## config.mk

```make
export PLATFORM = sky130hd
export DESIGN_NAME = stream_bank_loader_flat
export DESIGN_NICKNAME = d
export VERILOG_FILES = /design/src/rtl/stream_bank_loader_pkg.sv /design/src/rtl/stream_bank_loader_if.sv /design/src/rtl/stream_bank_loader_lane_packer.sv /design/src/rtl/stream_bank_loader.sv /design/src/flat_wrapper.sv
export SDC_FILE = /design/constraint.sdc
export NUM_CORES = 1
export LEC_CHECK = 0
export CAP_MARGIN = 25
export CORE_ASPECT_RATIO = 0.5
export CORE_MARGIN = 4
export CORE_UTILIZATION = 50
export CTS_CLUSTER_DIAMETER = 150
export DETAILED_ROUTE_END_ITERATION = 10
export HOLD_SLACK_MARGIN = 0.05
export MAX_ROUTING_LAYER = met4
export PLACE_DENSITY_LB_ADDON = 0.12
export SYNTH_ARGS = -nofsm -noshare
export SYNTH_HDL_FRONTEND = slang
export SYNTH_SLANG_ARGS = --single-unit
```

## constraint.sdc

```tcl
create_clock -name clk -period 8.5 [get_ports clk]
set_clock_uncertainty 0.2 [all_clocks]
set_input_delay 1.7 -clock clk [delete_from_list [all_inputs] [get_ports clk]]
set_output_delay 1.7 -clock clk [all_outputs]
set_load 0.03 [all_outputs]
```

## src/rtl/stream_bank_loader_pkg.sv

```systemverilog
// Shared types and defaults for the stream-to-double-buffer loader.
// Latency: none; declarations only. Backpressure: not applicable.
package stream_bank_loader_pkg;

  localparam int DEF_DATA_WIDTH = 16;
  localparam int DEF_LANES      = 4;

  typedef enum logic [1:0] {
    IDLE,
    FILL,
    FLUSH,
    WAIT_SWAP
  } loader_state_t;

  // A fill must write at least one word and cannot exceed the bank depth.
  function automatic logic words_legal(input int words, input int depth);
    return (words != 0) && (words <= depth);
  endfunction

endpackage

```

## src/rtl/stream_bank_loader_if.sv

```systemverilog
// Config, stream, bank-write and bank-swap signals between loader and its neighbours.
// Latency: none; wires only. Backpressure: carried by cfg_rdy, s_rdy and the swap handshake.
interface stream_bank_loader_if
  import stream_bank_loader_pkg::*;
#(
  parameter int DATA_WIDTH      = DEF_DATA_WIDTH,
  parameter int LANES           = DEF_LANES,
  parameter int BANK_ADDR_WIDTH = 8,
  parameter int CONFIG_WIDTH    = BANK_ADDR_WIDTH + 1
);

  logic [CONFIG_WIDTH-1:0]     cfg_words;
  logic                        cfg_vld;
  logic                        cfg_rdy;
  logic                        cfg_err;
  logic [DATA_WIDTH-1:0]       s_dat;
  logic                        s_vld;
  logic                        s_last;
  logic                        s_rdy;
  logic                        wen;
  logic [BANK_ADDR_WIDTH-1:0]  wadr;
  logic [DATA_WIDTH*LANES-1:0] wdata;
  logic                        switch_banks;
  logic                        rd_bank_done;
  logic                        rd_bank_vld;
  logic [CONFIG_WIDTH-1:0]     rd_words;

  modport master (
    output cfg_words, cfg_vld, s_dat, s_vld, s_last, rd_bank_done,
    input  cfg_rdy, cfg_err, s_rdy, wen, wadr, wdata, switch_banks, rd_bank_vld, rd_words
  );

  modport slave (
    input  cfg_words, cfg_vld, s_dat, s_vld, s_last, rd_bank_done,
    output cfg_rdy, cfg_err, s_rdy, wen, wadr, wdata, switch_banks, rd_bank_vld, rd_words
  );

endinterface

```

## src/rtl/stream_bank_loader_lane_packer.sv

```systemverilog
// Packs LANES stream words into one bank word, zero-padding lanes after an early last.
// Latency: word_vld/word_dat registered, 1 cycle after the completing handshake. Backpressure: none; en is the handshake.
module lane_packer
  import stream_bank_loader_pkg::*;
#(
  parameter int DATA_WIDTH = DEF_DATA_WIDTH,
  parameter int LANES      = DEF_LANES
) (
  input  logic                        clk,
  input  logic                        rst,
  input  logic                        en,
  input  logic [DATA_WIDTH-1:0]       dat,
  input  logic                        last,
  output logic                        word_done,
  output logic                        word_vld,
  output logic [DATA_WIDTH*LANES-1:0] word_dat
);

  localparam int LW = (LANES > 1) ? $clog2(LANES) : 1;
  localparam logic [LW-1:0] LAST_LANE = LW'(LANES - 1);

  logic [LW-1:0]                         lane_cnt;
  logic [LANES-1:0][DATA_WIDTH-1:0]      lanes_q;
  logic [LANES-1:0][DATA_WIDTH-1:0]      packed_w;

  // Lanes above lane_cnt are always zero here, so an early last pads for free.
  always_comb begin
    packed_w           = lanes_q;
    packed_w[lane_cnt] = dat;
  end

  assign word_done = en && ((lane_cnt == LAST_LANE) || last);

  always_ff @(posedge clk or posedge rst) begin
    if (rst) begin
      lane_cnt <= '0;
      lanes_q  <= '0;
      word_vld <= 1'b0;
      word_dat <= '0;
    end else begin
      word_vld <= word_done;
      if (word_done) begin
        word_dat <= packed_w;
        lanes_q  <= '0;
        lane_cnt <= '0;
      end else if (en) begin
        lanes_q  <= packed_w;
        lane_cnt <= lane_cnt + 1'b1;
      end
    end
  end

endmodule

```

## src/rtl/stream_bank_loader.sv

```systemverilog
// Loads packed stream words into the write bank of a double buffer and requests bank swaps.
// Latency: wen 1 cycle after the completing handshake, swap 2 cycles. Backpressure: s_rdy low outside FILL, WAIT_SWAP holds until the reader releases.
module stream_bank_loader
  import stream_bank_loader_pkg::*;
#(
  parameter int DATA_WIDTH      = DEF_DATA_WIDTH,
  parameter int LANES           = DEF_LANES,
  parameter int BANK_ADDR_WIDTH = 8,
  parameter int CONFIG_WIDTH    = BANK_ADDR_WIDTH + 1
) (
  input  logic               clk,
  input  logic               rst,
  stream_bank_loader_if.slave bus
);

  loader_state_t state, state_nxt;

  logic                        cfg_rdy, s_rdy, swap;
  logic                        cfg_hs, cfg_ok, s_hs;
  logic                        word_done, word_vld, fill_end;
  logic [DATA_WIDTH*LANES-1:0] word_dat;
  logic [CONFIG_WIDTH-1:0]     cfg_q, word_cnt, pending_words, rd_words_q;
  logic [BANK_ADDR_WIDTH-1:0]  wadr_q;
  logic                        cfg_err_q, rd_bank_vld_q;

  lane_packer #(
    .DATA_WIDTH (DATA_WIDTH),
    .LANES      (LANES)
  ) u_packer (
    .clk       (clk),
    .rst       (rst),
    .en        (s_hs),
    .dat       (bus.s_dat),
    .last      (bus.s_last),
    .word_done (word_done),
    .word_vld  (word_vld),
    .word_dat  (word_dat)
  );

  assign cfg_hs   = bus.cfg_vld && cfg_rdy;
  assign cfg_ok   = words_legal(32'(bus.cfg_words), 2 ** BANK_ADDR_WIDTH);
  assign s_hs     = bus.s_vld && s_rdy;
  assign fill_end = word_done && (bus.s_last || (word_cnt == cfg_q - 1'b1));

  always_ff @(posedge clk or posedge rst) begin
    if (rst) state <= IDLE;
    else     state <= state_nxt;
  end

  always_comb begin
    state_nxt = state;
    unique case (state)
      IDLE:      if (cfg_hs && cfg_ok) state_nxt = FILL;
      FILL:      if (fill_end)         state_nxt = FLUSH;
      FLUSH:                           state_nxt = WAIT_SWAP;
      WAIT_SWAP: if (swap)             state_nxt = FILL;
      default:                         state_nxt = IDLE;
    endcase
  end

  always_comb begin
    cfg_rdy = (state == IDLE);
    s_rdy   = (state == FILL);
    swap    = (state == WAIT_SWAP) && (!rd_bank_vld_q || bus.rd_bank_done);
  end

  always_ff @(posedge clk or posedge rst) begin
    if (rst) begin
      cfg_q         <= '0;
      cfg_err_q     <= 1'b0;
      word_cnt      <= '0;
      pending_words <= '0;
      wadr_q        <= '0;
      rd_bank_vld_q <= 1'b0;
      rd_words_q    <= '0;
    end else begin
      cfg_err_q <= cfg_hs && !cfg_ok;
      if (cfg_hs && cfg_ok) begin
        cfg_q    <= bus.cfg_words;
        word_cnt <= '0;
        wadr_q   <= '0;
      end
      if (word_done) word_cnt <= word_cnt + 1'b1;
      if (word_vld)  wadr_q   <= wadr_q + 1'b1;
      if (state == FLUSH) pending_words <= word_cnt;
      // A release coincident with the swap refers to the old bank; the new one is live.
      if (swap) begin
        wadr_q        <= '0;
        word_cnt      <= '0;
        rd_bank_vld_q <= 1'b1;
        rd_words_q    <= pending_words;
      end else if (bus.rd_bank_done) begin
        rd_bank_vld_q <= 1'b0;
      end
    end
  end

  assign bus.cfg_rdy      = cfg_rdy;
  assign bus.cfg_err      = cfg_err_q;
  assign bus.s_rdy        = s_rdy;
  assign bus.wen          = word_vld;
  assign bus.wadr         = wadr_q;
  assign bus.wdata        = word_dat;
  assign bus.switch_banks = swap;
  assign bus.rd_bank_vld  = rd_bank_vld_q;
  assign bus.rd_words     = rd_words_q;

endmodule

```

## src/flat_wrapper.sv

```systemverilog
// flat-port wrapper written by rule: the top's interface ports become plain ports
module stream_bank_loader_flat import stream_bank_loader_pkg::*;
#(
  parameter int DATA_WIDTH      = DEF_DATA_WIDTH,
  parameter int LANES           = DEF_LANES,
  parameter int BANK_ADDR_WIDTH = 8,
  parameter int CONFIG_WIDTH    = BANK_ADDR_WIDTH + 1
)
  (clk, rst, bus_cfg_words, bus_cfg_vld, bus_s_dat, bus_s_vld, bus_s_last, bus_rd_bank_done, bus_cfg_rdy, bus_cfg_err, bus_s_rdy, bus_wen, bus_wadr, bus_wdata, bus_switch_banks, bus_rd_bank_vld, bus_rd_words);
  stream_bank_loader_if #(.DATA_WIDTH(DATA_WIDTH), .LANES(LANES), .BANK_ADDR_WIDTH(BANK_ADDR_WIDTH), .CONFIG_WIDTH(CONFIG_WIDTH)) bus_i ();
  input  logic clk;
  input  logic rst;
  input wire logic [$bits(bus_i.cfg_words)-1:0] bus_cfg_words;
  input wire logic [$bits(bus_i.cfg_vld)-1:0] bus_cfg_vld;
  input wire logic [$bits(bus_i.s_dat)-1:0] bus_s_dat;
  input wire logic [$bits(bus_i.s_vld)-1:0] bus_s_vld;
  input wire logic [$bits(bus_i.s_last)-1:0] bus_s_last;
  input wire logic [$bits(bus_i.rd_bank_done)-1:0] bus_rd_bank_done;
  output wire logic [$bits(bus_i.cfg_rdy)-1:0] bus_cfg_rdy;
  output wire logic [$bits(bus_i.cfg_err)-1:0] bus_cfg_err;
  output wire logic [$bits(bus_i.s_rdy)-1:0] bus_s_rdy;
  output wire logic [$bits(bus_i.wen)-1:0] bus_wen;
  output wire logic [$bits(bus_i.wadr)-1:0] bus_wadr;
  output wire logic [$bits(bus_i.wdata)-1:0] bus_wdata;
  output wire logic [$bits(bus_i.switch_banks)-1:0] bus_switch_banks;
  output wire logic [$bits(bus_i.rd_bank_vld)-1:0] bus_rd_bank_vld;
  output wire logic [$bits(bus_i.rd_words)-1:0] bus_rd_words;
  assign bus_i.cfg_words = bus_cfg_words;
  assign bus_i.cfg_vld = bus_cfg_vld;
  assign bus_i.s_dat = bus_s_dat;
  assign bus_i.s_vld = bus_s_vld;
  assign bus_i.s_last = bus_s_last;
  assign bus_i.rd_bank_done = bus_rd_bank_done;
  assign bus_cfg_rdy = bus_i.cfg_rdy;
  assign bus_cfg_err = bus_i.cfg_err;
  assign bus_s_rdy = bus_i.s_rdy;
  assign bus_wen = bus_i.wen;
  assign bus_wadr = bus_i.wadr;
  assign bus_wdata = bus_i.wdata;
  assign bus_switch_banks = bus_i.switch_banks;
  assign bus_rd_bank_vld = bus_i.rd_bank_vld;
  assign bus_rd_words = bus_i.rd_words;
  stream_bank_loader #(.DATA_WIDTH(DATA_WIDTH), .LANES(LANES), .BANK_ADDR_WIDTH(BANK_ADDR_WIDTH), .CONFIG_WIDTH(CONFIG_WIDTH)) u_core (.clk(clk), .rst(rst), .bus(bus_i));
endmodule
```

* Word-level counts from Yosys, hierarchy flattened
Cells that the tools add are included.
Widths: inputs -> output; s select.
** Operators by class
- Add/sub/neg operators :: 4
- $lt $le $gt $ge :: 3
- Equal/unequal tests :: 8
- Muxes and demuxes :: 19
- Reductions and logical operators :: 21
** Operators with widths (number)
- $mux 64 :: 2
- $bwmux 64 :: 1
- $demux 16 s2 :: 1
- $mux 9 :: 3
- $mux 8 :: 3
- $mux 16 :: 1
- $mux 2 :: 5
- $add 9x1->9 const B :: 1
- $eq 9x9->1 :: 1
- $le 9x9->1 const B :: 1
- $logic_and 1x1->1 :: 9
- $reduce_bool 9->1 :: 1
- $sub 9x1->9 const B :: 1
- $add 8x1->8 const B :: 1
- $pmux 2 s4 :: 1
- $eq 2x2->1 const B :: 3
- $ne 2x2->1 const B :: 3
- $reduce_bool 3->1 :: 2
- $reduce_bool 2->1 :: 2
- $logic_or 1x1->1 :: 3
- $lt 2x3->1 const B :: 1
- $reduce_and 3->1 :: 1
- $add 2x1->2 const B :: 1
- $eq 2x1->1 const B :: 1
- 4 further kinds :: 6
** Word-level totals
- Register bits :: 179
- Input port bits :: 31
- Output and inout port bits :: 87
- Logic and storage cells :: 70

* Longest topological paths before layout
- Depth in word-level cells :: 7
- Gate-level depth with buffers :: 12
- Mapped depth without buffers :: 9

* Hierarchy
A second synthesis with hierarchy kept.
** Second synthesis, totals
- Cell total of the unflattened synthesis :: 667
- Area, all modules :: 8495.6 sq um
** By module, submodules not included
- lane_packer :: times used 1, cells each 418, area an instance 5953.2 sq um
- stream_bank_loader :: times used 1, cells each 249, area an instance 2542.4 sq um

* Worst setup path before layout
No wires, ideal clock.
- Path kind :: input to output
- Start point :: input bus_rd_bank_done
- End point :: output bus_switch_banks
- Arrival :: 2498 ps
- Slack :: 4102 ps
- Cell stages on the path :: 4
- Cell sequence :: nand2b_1 > nand2_1 > inv_2 > clkbuf_1
** On the way
- Word-level cells in the longest chain between the ends :: 2
** RTL lines
- from (decl) :: line flat_wrapper.sv:18 : input wire logic [$bits(bus_i.rd_bank_done)-1:0] bus_rd_bank_done;
- $logic_or 1x1->1 :: line stream_bank_loader.sv:64 : swap = (state == WAIT_SWAP) && (!rd_bank_vld_q || bus.rd_bank_done);
- $logic_and 1x1->1 :: line stream_bank_loader.sv:64
- to (decl) :: line flat_wrapper.sv:25 : output wire logic [$bits(bus_i.switch_banks)-1:0] bus_switch_banks;
No other way between the ends.

* Worst setup path after layout
Same ends and word-level chain as after synthesis.

==> qor.yml <==
run_status:
  outcome: "finished, final reports clean"
yosys:
  synth-seq-area-share_pct: 58.1
  synthXorXnorAreaFrac_pct: 2.14
  synth_edf_count: 0
  syn-cell-area_um2: 7700
  synth.area.top_cells: "dfrtp_1, mux2i_1, a22o_1"
  synthMuxAreaShare_pct: 11.0
  syn_area_per_cell_um2: 11.2
  synth_seq_cells: 179
  async_reset_ff_share_pct: 100
  synth_top_family_by_area: "compound AO/OA/AOI/OAI gates"
  synthCells: 687
  yosys.area.top_type_share_pct: 58.1
  synth-simple-area-share_pct: 10.7
  synth_compound_area_share_pct: 13.3
  synthFlopType: "dfrtp_1"
  synth_fp_nets: 730
  ys_types: 45
  ys.warnings.count: 0
  yosysTopAreaCell: "dfrtp_1"
  synth_adder_area_share_pct: 1.95
setup_path:
  crit_type: "in2out"
  cpPeakStageDelay_ps: 710
  end_kind: "primary output"
  worstPathRequired_ps: 6600
  ff2ff_path_depth: 8
  worstPathCellList: "clkdlybuf4s50_1 > nand2b_1 > nand2_1 > inv_2 > clkdlybuf4s50_1"
  critical_path_arrival_ps: 3660
  critPathSlowestCell: "clkdlybuf4s50_1"
  reg2reg_slack_ps: 5500
  worst_path_most_repeated_cell: "clkdlybuf4s50_1"
  r2r_end: "u_core.word_cnt[5]"
  startpoint_type: "input pin"
  reg2reg_from: "u_core.state[1]"
  critPathMaxFanout: 15
drt:
  drt_iter0_drc: 413
  viasPerCell: 5.48
  dr.pass1.iters: 5
  vias: 5499
  wl_per_cell_um: 17.1
  drc_errors: 0
  routed_wl_um: 17200
  ant_nets: 0
place:
  placedCellCount: 966
  place_congestion: 0.805
  port_buffers: 117
  place_area_um2: 9020
  dp_hpwl_um: 11400
  post-place-ws_ps: 2960
global_route:
  grt_max_degree: 112
  antenna_found_initial: 0
  gr-total-overflow: 0
  gr-usage-all-layers_pct: 21.1
  grt_pass1_wl_um: 28700
  grt.busiest_layer: "met2"
  use_met2_pct: 34.2
  grtUsageMet3_pct: 5.02
  grt_use_met1_pct: 27.6
  grt_pass1_vias: 5656
clock_tree:
  cts_resized: 0
  cts.path.max_buffers: 2
  worstSkewPairLatency_ps: 420
  hold_buffers: 0
  clkTransAtPathRegs_ps: 80
  cts_buffers: 17
  clock-sinks: 179
  cts_setup_buffers: 0
  cts_tree: "yes"
  htreeDepth: 4
  cts-root-buf: "clkbuf_16"
worst_hold_path:
  hold_path_class: "reg2reg"
  worstHoldPathCells: 2
  hold_path_startpoint: "u_core.u_packer.word_dat[57]"
  hold_end: "u_core.u_packer.word_dat[57]"
sta:
  period_share_pct: 65.4
  setup_slack_ps: 2940
  setup-tns-final_ps: 0
  finalSetupViolCount: 0
  hold_viol: 0
  timing.hold.ws_ps: 277
  slew_viol_final: 0
  max_slew_margin_pct: 34.9
  worst_pin_slew_ps: 969
  min_period_ps: 5560
  fmax_mhz: 180
  rsz0062_at_grt: "false"
floorplanning:
  num_rows: 31
  die_area_um2: 17600
  die_w_um: 184
  initial_utilization_pct: 52.1
  die_y_um: 95.8
  ioPinCount: 118
  core_um2: 14800
flow_run:
  drv_cap: 0
final_layout:
  drive_gt1_share_pct: 7.45
  finalNonFillerCells: 1003
  final_util_pct: 65.9
  fillers: 1134
  final_common_cell: "dfrtp_1"
  layout_common_cells: "dfrtp_1, clkdlybuf4s50_1, nand2_1"
  antenna_cells: 0
  nets: 835
  design_area_um2: 9740
  area.growth.synth_to_final_pct: 26.5
pwr:
  netSwitchingPower_mw: 1.33
  internal-power_mw: 2.10
  combinationalPowerShare_pct: 39.8
  p_sw_share_pct: 38.7
  ir_drop_uv: 194
  seqPwrFrac_pct: 37.5
  p_per_area_nw_per_um2: 352
  cellLeakagePower_nw: 4.37
  totalPowerFinal_mw: 3.42
  clock_power_share_pct: 22.7
-- critical path, delay by kind of cell --
kind / cells / cell delay, ps
and+or+nand+nor: 2 / 490
buffers and inverters: 3 / 1460
-- power groups by stage --
stage	Clock (mW)	Sequential, mW	Combinational, mW
2_1_floorplan	0	1.51	0.634
6_report	0.778	1.28	1.36
3_5_place_dp	0	1.29	1.33
3_3_place_gp	0	1.29	1.30
4_1_cts	0.793	1.28	1.34
5_1_grt	0.831	1.32	1.48
-- how the worst max path moves through the flow --
| stage | from | to | slack [ps] | depth (start not counted) |
|---|---|---|---|---|
| 3_5_place_dp | bus_rd_bank_done | bus_switch_banks | 2960 | 5 |
| 5_1_grt | bus_rd_bank_done | bus_switch_banks | 2880 | 5 |
| 6_report | bus_rd_bank_done | bus_switch_banks | 2940 | 5 |
| 3_3_place_gp | bus_rd_bank_done | bus_switch_banks | 3010 | 5 |
| 2_1_floorplan | rst | u_core.bus.cfg_err | 1740 | 1 |
| 4_1_cts | bus_rd_bank_done | bus_switch_banks | 2960 | 5 |
-- synthesized netlist by cell type, types with 9 or more instances --
| library cell | n |
|---|---|
| a22o_1 | 49 |
| xnor2_1 | 9 |
| nand2_1 | 110 |
| clkbuf_1 | 35 |
| o21ai_1 | 60 |
| o21ai_0 | 30 |
| nand3_1 | 13 |
| dfrtp_1 | 179 |
| nor2_1 | 17 |
| mux2i_1 | 65 |
| mux2_2 | 9 |
| ha_1 | 12 |
| and2_1 | 17 |
| inv_1 | 11 |
-- registers in the layout (all words and copies together), names as in the netlist --
| name | cells |
|---|---|
| u_core.u_packer.lanes_q | 64 |
| u_core.u_packer.word_dat | 64 |
| u_core.bus.rd_words | 9 |
| u_core.cfg_q | 9 |
| u_core.pending_words | 9 |
| u_core.word_cnt | 9 |
| u_core.bus.wadr | 8 |
| u_core.state | 2 |
| u_core.u_packer.lane_cnt | 2 |
| u_core.bus.cfg_err | 1 |
| u_core.bus.rd_bank_vld | 1 |
| u_core.u_packer.word_vld | 1 |
-- layer usage --
metal / vias to the layer above / routed length, um
li1: 2614 / -
met5: - / 0
met1: 2752 / 8010
met3: 11 / 736
met4: 0 / 125
met2: 122 / 8320
-- cells by family after synthesis --
| logic type | after synthesis |
|---|---|
| AOI/OAI and AO/OA | 156 |
| and+or+nand+nor | 185 |
| adders and majority gates | 12 |
| DFF | 179 |
| xor gates and xnor gates | 18 |
| buffers and inverters | 55 |
| muxes | 82 |
-- layout make-up --
type                            instances  area, um2  area share, %
Clock buffer                           17        425           4.37
Tap cell                              198        248           2.54
Sequential cell                       179       4480           46.0
Timing Repair Buffer                  128       1340           13.8
Clock inverter                         15        171           1.76
Multi-Input combinational cell        453       3020           31.0
Inverter                               13       53.8          0.552
Power figures use the tool's default switching activity.
